## src/rtl/rv32_uart_xcvr_if.sv

```systemverilog
// rv32_uart_xcvr_if: core-side TX/RX handshake bundle for the console UART.
// master = core/bench side, slave = transceiver side.
interface rv32_uart_xcvr_if;
  logic [31:0] data_tx;
  logic [1:0]  tx_bytes;
  logic        new_data;
  logic        ready;
  logic [31:0] data_rx;
  logic        rx_valid;
  logic        rx_err;

  modport master (
    output data_tx,
    output tx_bytes,
    output new_data,
    input  ready,
    input  data_rx,
    input  rx_valid,
    input  rx_err
  );

  modport slave (
    input  data_tx,
    input  tx_bytes,
    input  new_data,
    output ready,
    output data_rx,
    output rx_valid,
    output rx_err
  );
endinterface

```

## src/rtl/rv32_uart_xcvr.sv

```systemverilog
// rv32_uart_xcvr: full-duplex console UART, 1-4 byte LSB-first TX bursts,
// 2-FF synchronised RX shifting each good byte into a 32-bit word.
module rv32_uart_xcvr #(
  parameter int CLKS_PER_BIT = 10417,
  parameter bit PARITY_EN    = 1'b0,
  parameter bit PARITY_ODD   = 1'b0,
  parameter int STOP_BITS    = 1
) (
  input  logic            clk,
  input  logic            rst,
  rv32_uart_xcvr_if.slave bus,
  output logic            RsTx,
  input  logic            RsRx
);
  localparam int CW = $clog2(CLKS_PER_BIT);
  localparam logic [CW-1:0] LAST =
    CW'(CLKS_PER_BIT - 1);
  localparam logic [CW-1:0] HALF_LAST =
    CW'(CLKS_PER_BIT / 2 - 1);

  typedef enum logic [2:0] {
    T_IDLE, T_START, T_DATA, T_PAR, T_STOP
  } tx_st_e;

  typedef enum logic [2:0] {
    R_IDLE, R_START, R_DATA, R_PAR, R_STOP
  } rx_st_e;

  tx_st_e      tx_st, tx_nxt;
  logic [CW-1:0] tx_cnt;
  logic [2:0]  tx_bit;
  logic        tx_sb;
  logic [1:0]  tx_left;
  logic [31:0] tx_word;
  logic [7:0]  tx_byte;
  logic        tx_tick;
  logic        tx_sb_last;
  logic        tx_par;

  assign tx_byte    = tx_word[7:0];
  assign tx_tick    = (tx_cnt == LAST);
  assign tx_sb_last = (STOP_BITS == 1) || tx_sb;
  assign tx_par     = (^tx_byte) ^ PARITY_ODD;
  assign bus.ready  = (tx_st == T_IDLE);

  always_comb begin
    tx_nxt = tx_st;
    unique case (tx_st)
      T_IDLE:
        if (bus.new_data) tx_nxt = T_START;
      T_START:
        if (tx_tick) tx_nxt = T_DATA;
      T_DATA:
        if (tx_tick && tx_bit == 3'd7)
          tx_nxt = PARITY_EN ? T_PAR : T_STOP;
      T_PAR:
        if (tx_tick) tx_nxt = T_STOP;
      T_STOP:
        if (tx_tick && tx_sb_last)
          tx_nxt = (tx_left != 2'd0) ? T_START
                                     : T_IDLE;
      default:
        tx_nxt = T_IDLE;
    endcase
  end

  always_comb begin
    RsTx = 1'b1;
    unique case (tx_st)
      T_START: RsTx = 1'b0;
      T_DATA:  RsTx = tx_byte[tx_bit];
      T_PAR:   RsTx = tx_par;
      default: RsTx = 1'b1;
    endcase
  end

  always_ff @(posedge clk) begin
    if (rst) begin
      tx_st   <= T_IDLE;
      tx_cnt  <= '0;
      tx_bit  <= '0;
      tx_sb   <= 1'b0;
      tx_left <= '0;
      tx_word <= '0;
    end else begin
      tx_st  <= tx_nxt;
      tx_cnt <= (tx_st == T_IDLE || tx_tick) ? '0
                                             : tx_cnt + 1'b1;
      if (tx_st == T_IDLE && bus.new_data) begin
        tx_word <= bus.data_tx;
        tx_left <= bus.tx_bytes;
      end
      if (tx_st == T_DATA && tx_tick)
        tx_bit <= tx_bit + 3'd1;
      if (tx_st == T_STOP && tx_tick) begin
        tx_sb <= ~tx_sb_last;
        // next byte of the burst moves into the low lane
        if (tx_sb_last && tx_left != 2'd0) begin
          tx_word <= {8'h00, tx_word[31:8]};
          tx_left <= tx_left - 2'd1;
        end
      end
    end
  end

  rx_st_e      rx_st, rx_nxt;
  logic        rx_s1, rx_s2;
  logic [CW-1:0] rx_cnt;
  logic [2:0]  rx_bit;
  logic [7:0]  rx_sh;
  logic        rx_pbit;
  logic        rx_tick;
  logic        rx_par_ok;
  logic [31:0] rx_word;
  logic        rx_vld_q;
  logic        rx_err_q;

  assign rx_tick = (rx_st == R_START) ? (rx_cnt == HALF_LAST)
                                      : (rx_cnt == LAST);
  assign rx_par_ok = !PARITY_EN ||
    (rx_pbit == ((^rx_sh) ^ PARITY_ODD));

  assign bus.data_rx  = rx_word;
  assign bus.rx_valid = rx_vld_q;
  assign bus.rx_err   = rx_err_q;

  always_comb begin
    rx_nxt = rx_st;
    unique case (rx_st)
      R_IDLE:
        if (!rx_s2) rx_nxt = R_START;
      R_START:
        if (rx_tick)
          rx_nxt = rx_s2 ? R_IDLE : R_DATA;
      R_DATA:
        if (rx_tick && rx_bit == 3'd7)
          rx_nxt = PARITY_EN ? R_PAR : R_STOP;
      R_PAR:
        if (rx_tick) rx_nxt = R_STOP;
      R_STOP:
        if (rx_tick) rx_nxt = R_IDLE;
      default:
        rx_nxt = R_IDLE;
    endcase
  end

  // synchroniser resets high so reset never looks like a start bit
  always_ff @(posedge clk) begin
    if (rst) begin
      rx_s1 <= 1'b1;
      rx_s2 <= 1'b1;
    end else begin
      rx_s1 <= RsRx;
      rx_s2 <= rx_s1;
    end
  end

  always_ff @(posedge clk) begin
    if (rst) begin
      rx_st    <= R_IDLE;
      rx_cnt   <= '0;
      rx_bit   <= '0;
      rx_sh    <= '0;
      rx_pbit  <= 1'b0;
      rx_word  <= '0;
      rx_vld_q <= 1'b0;
      rx_err_q <= 1'b0;
    end else begin
      rx_st    <= rx_nxt;
      rx_vld_q <= 1'b0;
      rx_err_q <= 1'b0;
      rx_cnt <= (rx_st == R_IDLE || rx_tick) ? '0
                                             : rx_cnt + 1'b1;
      if (rx_st == R_DATA && rx_tick) begin
        rx_sh  <= {rx_s2, rx_sh[7:1]};
        rx_bit <= rx_bit + 3'd1;
      end
      if (rx_st == R_PAR && rx_tick)
        rx_pbit <= rx_s2;
      if (rx_st == R_STOP && rx_tick) begin
        if (rx_s2 && rx_par_ok) begin
          rx_word  <= {rx_word[23:0], rx_sh};
          rx_vld_q <= 1'b1;
        end else begin
          rx_err_q <= 1'b1;
        end
      end
    end
  end
endmodule

```

## src/flat_wrapper.sv

```systemverilog
// flat-port wrapper written by rule: the top's interface ports become plain ports
module rv32_uart_xcvr_flat 
#(
  parameter int CLKS_PER_BIT = 10417,
  parameter bit PARITY_EN    = 1'b0,
  parameter bit PARITY_ODD   = 1'b0,
  parameter int STOP_BITS    = 1
)
  (clk, rst, RsTx, RsRx, bus_data_tx, bus_tx_bytes, bus_new_data, bus_ready, bus_data_rx, bus_rx_valid, bus_rx_err);
  rv32_uart_xcvr_if bus_i ();
  input  logic clk;
  input  logic rst;
  output logic RsTx;
  input  logic RsRx;
  input wire logic [$bits(bus_i.data_tx)-1:0] bus_data_tx;
  input wire logic [$bits(bus_i.tx_bytes)-1:0] bus_tx_bytes;
  input wire logic [$bits(bus_i.new_data)-1:0] bus_new_data;
  output wire logic [$bits(bus_i.ready)-1:0] bus_ready;
  output wire logic [$bits(bus_i.data_rx)-1:0] bus_data_rx;
  output wire logic [$bits(bus_i.rx_valid)-1:0] bus_rx_valid;
  output wire logic [$bits(bus_i.rx_err)-1:0] bus_rx_err;
  assign bus_i.data_tx = bus_data_tx;
  assign bus_i.tx_bytes = bus_tx_bytes;
  assign bus_i.new_data = bus_new_data;
  assign bus_ready = bus_i.ready;
  assign bus_data_rx = bus_i.data_rx;
  assign bus_rx_valid = bus_i.rx_valid;
  assign bus_rx_err = bus_i.rx_err;
  rv32_uart_xcvr #(.CLKS_PER_BIT(CLKS_PER_BIT), .PARITY_EN(PARITY_EN), .PARITY_ODD(PARITY_ODD), .STOP_BITS(STOP_BITS)) u_core (.clk(clk), .rst(rst), .bus(bus_i), .RsTx(RsTx), .RsRx(RsRx));
endmodule
```

## config.mk

```make
export PLATFORM = sky130hd
export DESIGN_NAME = rv32_uart_xcvr_flat
export DESIGN_NICKNAME = d
export VERILOG_FILES = /design/src/rtl/rv32_uart_xcvr_if.sv /design/src/rtl/rv32_uart_xcvr.sv /design/src/flat_wrapper.sv
export SDC_FILE = /design/constraint.sdc
export NUM_CORES = 1
export LEC_CHECK = 0
export ABC_AREA = 1
export BUFFER_PORTS_ARGS = -buffer_cell sky130_fd_sc_hd__buf_2
export CELL_PAD_IN_SITES_DETAIL_PLACEMENT = 0
export CELL_PAD_IN_SITES_GLOBAL_PLACEMENT = 2
export CORE_UTILIZATION = 32
export DETAILED_ROUTE_END_ITERATION = 8
export PLACE_DENSITY = 0.77
export SLEW_MARGIN = 20
export SYNTH_ARGS = -nofsm -noshare
export SYNTH_HDL_FRONTEND = slang
export SYNTH_SLANG_ARGS = --single-unit
```

## constraint.sdc

```tcl
create_clock -name clk -period 1.96 [get_ports clk]
set_clock_uncertainty 0.15 [all_clocks]
set_input_delay 0.098 -clock clk [delete_from_list [all_inputs] [get_ports clk]]
set_output_delay 0.098 -clock clk [all_outputs]
set_load 0.1 [all_outputs]
```

### Yosys cells after proc, flatten, opt, wreduce, memory -nomap -nowiden

Index checks and enable logic that the tools add are counted.

| operators by class | value |
|---|---|
| add/sub/neg operators | 5 |
| order comparisons | 1 |
| equality and inequality tests | 23 |
| multiplexer cells | 26 |
| bitwise logic cells | 1 |
| reduce and logical (&&, ||, !) cells | 19 |

Operators with widths:

| cell | count |
|---|---|
| $mux W32 | 3 |
| $mux W3 | 10 |
| $pmux W3 S5 | 2 |
| $add A14 B1 Y14 const B | 2 |
| $eq A14 B14 Y1 const B | 2 |
| $ne A2 B1 Y1 const B | 8 |
| $eq A14 B13 Y1 const B | 1 |
| $eq A3 B2 Y1 const B | 4 |
| $eq A3 B3 Y1 const B | 4 |
| $reduce_and A5 Y1 | 2 |
| $mux W2 | 4 |
| $reduce_xor A8 Y1 | 1 |
| $logic_and A1 B1 Y1 | 7 |
| $add A3 B1 Y3 const B | 2 |
| $eq A3 B1 Y1 const B | 2 |
| $logic_not A3 Y1 | 2 |
| $reduce_or A2 Y1 | 3 |
| $mux W1 | 5 |
| $lt A3 B4 Y1 const B | 1 |
| $ne A2 B2 Y1 const B | 2 |
| $bmux W1 S3 | 1 |
| $pmux W1 S3 | 1 |
| $logic_or A1 B1 Y1 | 2 |
| $reduce_and A2 Y1 | 1 |
| 3 further kinds | 3 |

| storage, ports and cells | value |
|---|---|
| register bits | 118 |
| bits of input ports | 38 |
| logic and storage cells | 89 |

### Logic depth before layout (Yosys ltp)

Gate-level depths: netlist (run 1).

| depth | value |
|---|---|
| depth after elaboration | 5 |
| depth in mapped cells | 12 |
| gate-level depth less buffers | 11 |

### Least setup slack after synthesis (run 1)

OpenSTA, ideal clock, no wires.

| timing | value |
|---|---|
| kind | reg-to-output |
| from | reg u_core.tx_word[3] |
| to | out RsTx |
| data arrival time | 2,863 ps |
| required time | 1,712 ps |
| path slack | -1,151 ps |
| cell stages (with the launch flop) | 5 |
| buffers on the path | 0 |
| cells stage by stage | dfxtp_1 xor2_1 xor2_1 xnor2_1 o21ai_0 |

| between the ends | value |
|---|---|
| longest elaborated chain between the ends | 3 |
| elaborated cells on any way between the ends | 4 |
| classes of those cells | 3 x mux; 1 x reduce/logical |

RTL lines:

| item | RTL line | text |
|---|---|---|
| from (decl) | rv32_uart_xcvr.sv:34 | `logic [31:0] tx_word;` |
| from (signal assigned) | rv32_uart_xcvr.sv:90 | `tx_word <= bus.data_tx;` |
| from (signal assigned) | rv32_uart_xcvr.sv:99 | `tx_word <= {8'h00, tx_word[31:8]};` |
| $bmux W1 S3 | rv32_uart_xcvr.sv:71 | `T_DATA: RsTx = tx_byte[tx_bit];` |
| $mux W1 (implied by the code) | rv32_uart_xcvr.sv:71 |  |
| $pmux W1 S3 * | rv32_uart_xcvr.sv:69 | `unique case (tx_st)` |
| to (decl) | flat_wrapper.sv:13 | `output logic RsTx;` |

Mark *: on every way between the ends. The rest lies on a longest branch, timed or not. The select of a mux whose other input is x is not followed.

### Worst setup path after layout (run 1)

Ends and elaborated chain as after synthesis.

==> results.ini, run 1 <==
[worst_setup_path]
r2r_cells=10
worstSetupStartpointType=flip-flop
critical_path.max_fanout=3
worstPathRequired_ps=1710
crit_arrival_ps=1640
path_class=flip-flop to output pin
reg2reg_setup_slack_ps=90
reg2reg_from=u_core.tx_cnt[1]
critPathCaptureType=output pin
reg2reg_to=u_core.tx_word[22]

[floorplan]
die_h_um=132
core.rowCount=47
die_x_um=132
initial_core_util_pct=32.6
core_area_mm2=0.0165
dieArea_mm2=0.0174
ios=74

[route]
met1_length_mm=6.54
wl_per_cell_um=11.8
wl_met3_um=528
ant_nets=0
dr_total_vias=5086
met2_length_mm=6.46
detail_route.first_pass.iterations=4
drt_iter0_drc=206
drc=0
drt_wl_total_mm=13.6
routed.top_layer=met4
vias_per_cell=4.40

[min_path]
hp-class=input pin to flip-flop
holdPathStages=5
holdCritStartpoint=bus_new_data
holdPathEnd=u_core.tx_st[1]

[final_layout]
drive_gt1_share_pct=24.0
finalNetCount=968
n_antenna_cell=0
final_core_util_pct=45.3
areaGrowthSynthToFinish_pct=38.8
multiInputGateArea_mm2=0.00273
regArea_mm2=0.00239
final_cells=1156
fill_cells=1716

[timing]
post-route-min-period_ps=1890
worst_pin_slew_ps=521
max_freq_mhz=530
hold_viol=0
slew_headroom_pct=65.5
rsz0062_at_grt=yes
finalHoldWorstSlack_ps=36.6
setup_viol=0
period_share_pct=96.3
drv_slew=0

[power_and_ir_drop]
swShare_pct=30.8
combPwrFrac_pct=24.4
ir_drop_mv=0.652
p_clk_share_pct=39.5
p_sw_w=0.00235
power_frac_seq_pct=36.1
power_density_mw_per_mm2=1020
leakage_nw=3.52
p_int_w=0.00527

[clock_tree]
clockBufferDepth=2
clkSlewWorstSetupHoldPaths_ps=60
h-tree-depth=4
clk-insertion-delay-late_ps=410
cts_tree=yes
clockRootBuffer=clkbuf_16
cts_buffers=17
clock_sinks=118

[grt]
antenna_found_initial=0
grt_pass1_vias=4710
grt_max_degree=49
grt_util_all_layers_pct=15.5
grt_pass1_wl_mm=22.0
overflow=0

[job]
cap_violations=0

[synthesis]
yosysWarnings=0
synth-edff-count=0
synth_top_flop_cell=dfxtp_1
ys_ff_latch=118
syn_area_mm2=0.00539
synth_cell_type_count=34
synth_fp_nets=838
yosysSeqAreaShare_pct=43.8
syn-instance-count=793
synthArstFlopShare_pct=0
syn_area_per_cell_um2=6.80

[place]
port_buffers=73
place.gp.congestion=0.776
hpwlAfterDp_mm=8.58
dp_cells=1070

[outcome]
status=completed

==> power groups by stage <==
stage	clock network, W	logic, W	registers [W]
floorplan	0	0.00123	0.00274
global placement	0	0.00158	0.00277
detailed placement	0	0.00159	0.00277
CTS	0.00309	0.00166	0.00272
global route	0.00320	0.00209	0.00277
finish	0.00301	0.00185	0.00275
==> sequential cells by signal, indices dropped and copies added, names as in the netlist <==
signal	flops
u_core.tx_word	32
u_core.rx_s2	1
u_core.bus.rx_err	1
u_core.rx_cnt	14
u_core.tx_bit	3
u_core.rx_sh	8
u_core.tx_st	3
u_core.tx_left	2
u_core.rx_bit	3
u_core.bus.rx_valid	1
u_core.bus.data_rx	32
u_core.rx_st	3
u_core.tx_cnt	14
u_core.rx_s1	1
==> layout by cell type (no fill, tap or decap), types with 6 or more instances in the layout <==
master,instances
a21oi_1,21
buf_12,8
buf_2,72
buf_4,15
clkbuf_16,23
clkbuf_8,6
dfxtp_1,98
dfxtp_2,18
dlygate4sd3_1,37
ha_1,6
inv_1,72
inv_2,10
nand2_1,201
nand2_2,15
nand3_1,19
nand4_1,8
nor2_1,157
nor2_2,22
nor3_1,9
o21ai_0,52
xnor2_1,6
xor2_1,7
==> Yosys cell counts (3+ instances only) <==
master | n | share of area, %
clkinv_1 | 3 | 0.21
buf_2 | 8 | 0.74
nor3_1 | 9 | 0.84
nor2_2 | 11 | 1.3
a21oi_1 | 21 | 1.9
o21ai_0 | 53 | 4.9
ha_1 | 7 | 1.6
nand4_1 | 8 | 0.93
nand3_1 | 21 | 1.9
dfxtp_1 | 118 | 44
nor2_1 | 168 | 12
xnor2_1 | 8 | 1.3
o21a_1 | 4 | 0.56
inv_2 | 5 | 0.35
buf_6 | 5 | 1.0
nand2_1 | 217 | 15
or2_2 | 4 | 0.46
xor2_1 | 8 | 1.3
clkbuf_1 | 15 | 1.0
nor2_4 | 3 | 0.63
inv_1 | 78 | 5.4
nor3b_1 | 3 | 0.42
==> stage by stage <==
| step | setup slack, ps | TNS [ps] | power (W) | instance area [um2] |
|---|---|---|---|---|
| global route | -71.0 | -80.5 | 0.00807 | 7480 |
| finish | 71.9 | 0 | 0.00761 | 7480 |
| CTS | 29.3 | 0 | 0.00747 | 7020 |
| global placement | 93.6 | 0 | 0.00435 | 6070 |
| floorplan | 17.8 | 0 | 0.00397 | 5400 |
| detailed placement | 86.9 | 0 | 0.00436 | 6070 |
==> critical path, cell delays in order (launching register included) <==
cell     delay [ps]
dfxtp_4         360
xor2_2          160
xor2_1          200
xnor2_1         120
o21ai_2         190
buf_12          190
==> final cells by class <==
| cell class | instances | area share, % |
|---|---|---|
| inverters | 86 | 4.40 |
| flip-flops and latches | 118 | 32.0 |
| clock buffers | 25 | 6.89 |
| clock inverters | 7 | 0.903 |
| well taps | 220 | 3.68 |
| multi-input cells | 560 | 36.4 |
| repair buffers | 140 | 15.7 |
==> cells by family (layout without fill, tap and decap cells) <==
family / Yosys count / count (layout) / synth area share, %
flip-flops: 118 / 118 / 43.8
adder cells (fa/ha/maj): 7 / 7 / 1.62
XOR/XNOR: 16 / 16 / 2.60
buffers and inverters: 115 / 258 / 8.89
AND/OR/NAND/NOR: 451 / 451 / 34.5
AO/OA/AOI/OAI: 84 / 84 / 8.17
multiplexers: 2 / 2 / 0.371
==> layer usage <==
metal | vias to the layer above | GRT usage [%]
met4 | 0 | 5.30
met3 | 7 | 4.65
met1 | 2298 | 19.5
met2 | 72 | 25.3
met5 | - | 0
li1 | 2709 | -
==> worst max-delay path by stage <==
stage                       from  slack [ps]                 to  depth (start not counted)
3_3_place_gp    u_core.tx_cnt[0]          90  u_core.tx_word[0]                         10
3_5_place_dp    u_core.tx_cnt[0]          90  u_core.tx_word[0]                         10
5_1_grt        u_core.tx_word[3]         -70               RsTx                          5
4_1_cts        u_core.tx_word[3]          30               RsTx                          5
2_1_floorplan    u_core.tx_st[0]          20    u_core.tx_st[2]                          8
6_report       u_core.tx_word[3]          70               RsTx                          5
==> timing repair <==
action | CTS | global route
setup buffers | 0 | 9
hold buffers | 37 | 0
hold endpoints to repair | 42 | 0
resized for setup | 0 | 73
setup endpoints to repair | 0 | 81
No activity file was read; power rests on OpenSTA's default activity.
==> run 2: changes to the inputs <==
--- a/config.mk
+++ b/config.mk
@@ -11,7 +11,7 @@
 export CELL_PAD_IN_SITES_GLOBAL_PLACEMENT = 2
 export CORE_UTILIZATION = 32
 export DETAILED_ROUTE_END_ITERATION = 8
-export PLACE_DENSITY = 0.77
+export PLACE_DENSITY_LB_ADDON = 0.1
 export SLEW_MARGIN = 20
 export SYNTH_ARGS = -nofsm -noshare
 export SYNTH_HDL_FRONTEND = slang
==> results.ini, run 2 (synthesized netlist as in run 1, its figures left out) <==
[grt]
grt_pass1_wl_mm=21.1
grt_max_degree=49
grt_util_all_layers_pct=15.0
overflow=0
antenna_found_initial=0
grt_pass1_vias=4431

[final_layout]
regArea_mm2=0.00240
areaGrowthSynthToFinish_pct=36.6
n_antenna_cell=0
fill_cells=1717
final_core_util_pct=44.6
final_cell_mix=nand2_1, nor2_1, dfxtp_1
final_cells=1156
final_common_cell=nand2_1
multiInputGateArea_mm2=0.00264
finalNetCount=968
drive_gt1_share_pct=22.3
fin_area_mm2=0.00737

[clock_tree]
cts_tree=yes
clockRootBuffer=clkbuf_16
clockBufferDepth=2
cts_buffers=17
clkSlewWorstSetupHoldPaths_ps=50
clock_sinks=118
clk-insertion-delay-late_ps=400
h-tree-depth=4

[worst_setup_path]
reg2reg_to=u_core.bus.data_rx[15]
worstPathRequired_ps=1710
reg2reg_from=u_core.rx_st[0]
critPathCaptureType=output pin
worstSetupStartpointType=flip-flop
critical_path.max_fanout=3
reg2reg_setup_slack_ps=80
r2r_cells=11
crit_arrival_ps=1650
path_class=flip-flop to output pin

[floorplan]
dieArea_mm2=0.0174
initial_core_util_pct=32.6
die_x_um=132
ios=74
die_h_um=132
core_area_mm2=0.0165
core.rowCount=47

[timing]
period_share_pct=96.9
worst_pin_slew_ps=505
slew_headroom_pct=66.6
finalHoldWorstSlack_ps=22.0
hold_viol=0
max_freq_mhz=527
drv_slew=0
setup_viol=0
rsz0062_at_grt=yes
timing.final.ws_setup_ps=60.8
post-route-min-period_ps=1900

[power_and_ir_drop]
power_density_mw_per_mm2=1050
leakage_nw=3.52
ir_drop_mv=0.740

[place]
port_buffers=73
dp_cells=1071
hpwlAfterDp_mm=8.42
place.gp.congestion=0.793
preCtsSetupSlack_ps=101
placed_area_mm2=0.00604

[min_path]
hp-class=input pin to flip-flop
holdPathEnd=u_core.tx_left[0]
holdCritStartpoint=bus_tx_bytes[0]
holdPathStages=5

[route]
drc=0
dr_total_vias=5012
vias_per_cell=4.34
wl_per_cell_um=11.7
drt_wl_total_mm=13.5
detail_route.first_pass.iterations=6
drt_iter0_drc=240
ant_nets=0

[job]
cap_violations=0

[outcome]
status=completed

[run 2: critical path, cell delays in order, from the launching register on]
cell and delay (ps):
dfxtp_2 330, xor2_2 170, xor2_1 160, xnor2_1 160, o21ai_2 220, buf_12 200
[run 2: metrics by stage]
stage / TNS [ps] / total power, W
finish: 0 / 0.00772
global route: -714 / 0.00819
CTS: 0 / 0.00768
detailed placement: 0 / 0.00435
global placement: 0 / 0.00435
floorplan: 0 / 0.00397
[run 2: area by class of cell]
type / instances / share of cell area, %
Multi-Input combinational cell: 560 / 35.8
Clock inverter: 15 / 2.60
Inverter: 86 / 4.47
Sequential cell: 118 / 32.5
Tap cell: 220 / 3.74
Timing Repair Buffer: 140 / 15.1
Clock buffer: 17 / 5.77
[run 2: power by group]
group | switching (W) | internal [W] | total (W)
registers | 0.000143 | 0.00260 | 0.00274
clock network | 0.00119 | 0.00203 | 0.00322
logic | 0.00108 | 0.000680 | 0.00176
[run 2: repair_timing]
| item | in CTS | in global routing |
|---|---|---|
| gates cloned | 0 | 7 |
| endpoints found under the setup margin | 1 | 77 |
| pin swaps | 0 | 28 |
| buffers inserted | 0 | 10 |
| hold buffers | 36 | 0 |
| endpoints found under the hold margin | 41 | 0 |
| resized for setup | 1 | 58 |
[run 2: worst max-delay path by stage]
stage | startpoint | to | cells after the start
after floorplan | u_core.tx_st[0] | u_core.tx_st[2] | 8
after global placement | u_core.rx_st[0] | u_core.rx_sh[2] | 9
after detailed placement | u_core.rx_st[0] | u_core.rx_sh[2] | 9
after CTS | u_core.tx_word[7] | RsTx | 5
after global routing | u_core.tx_cnt[0] | u_core.tx_word[1] | 10
final | u_core.tx_word[2] | RsTx | 5
[run 2: routing by layer]
layer | track usage [%] | part of all wire, % | up-vias
li1 | - | - | 2706
met5 | 0 | 0 | -
met4 | 4.65 | 0.59 | 0
met2 | 23.6 | 47 | 74
met3 | 4.65 | 3.5 | 4
met1 | 19.6 | 48 | 2228
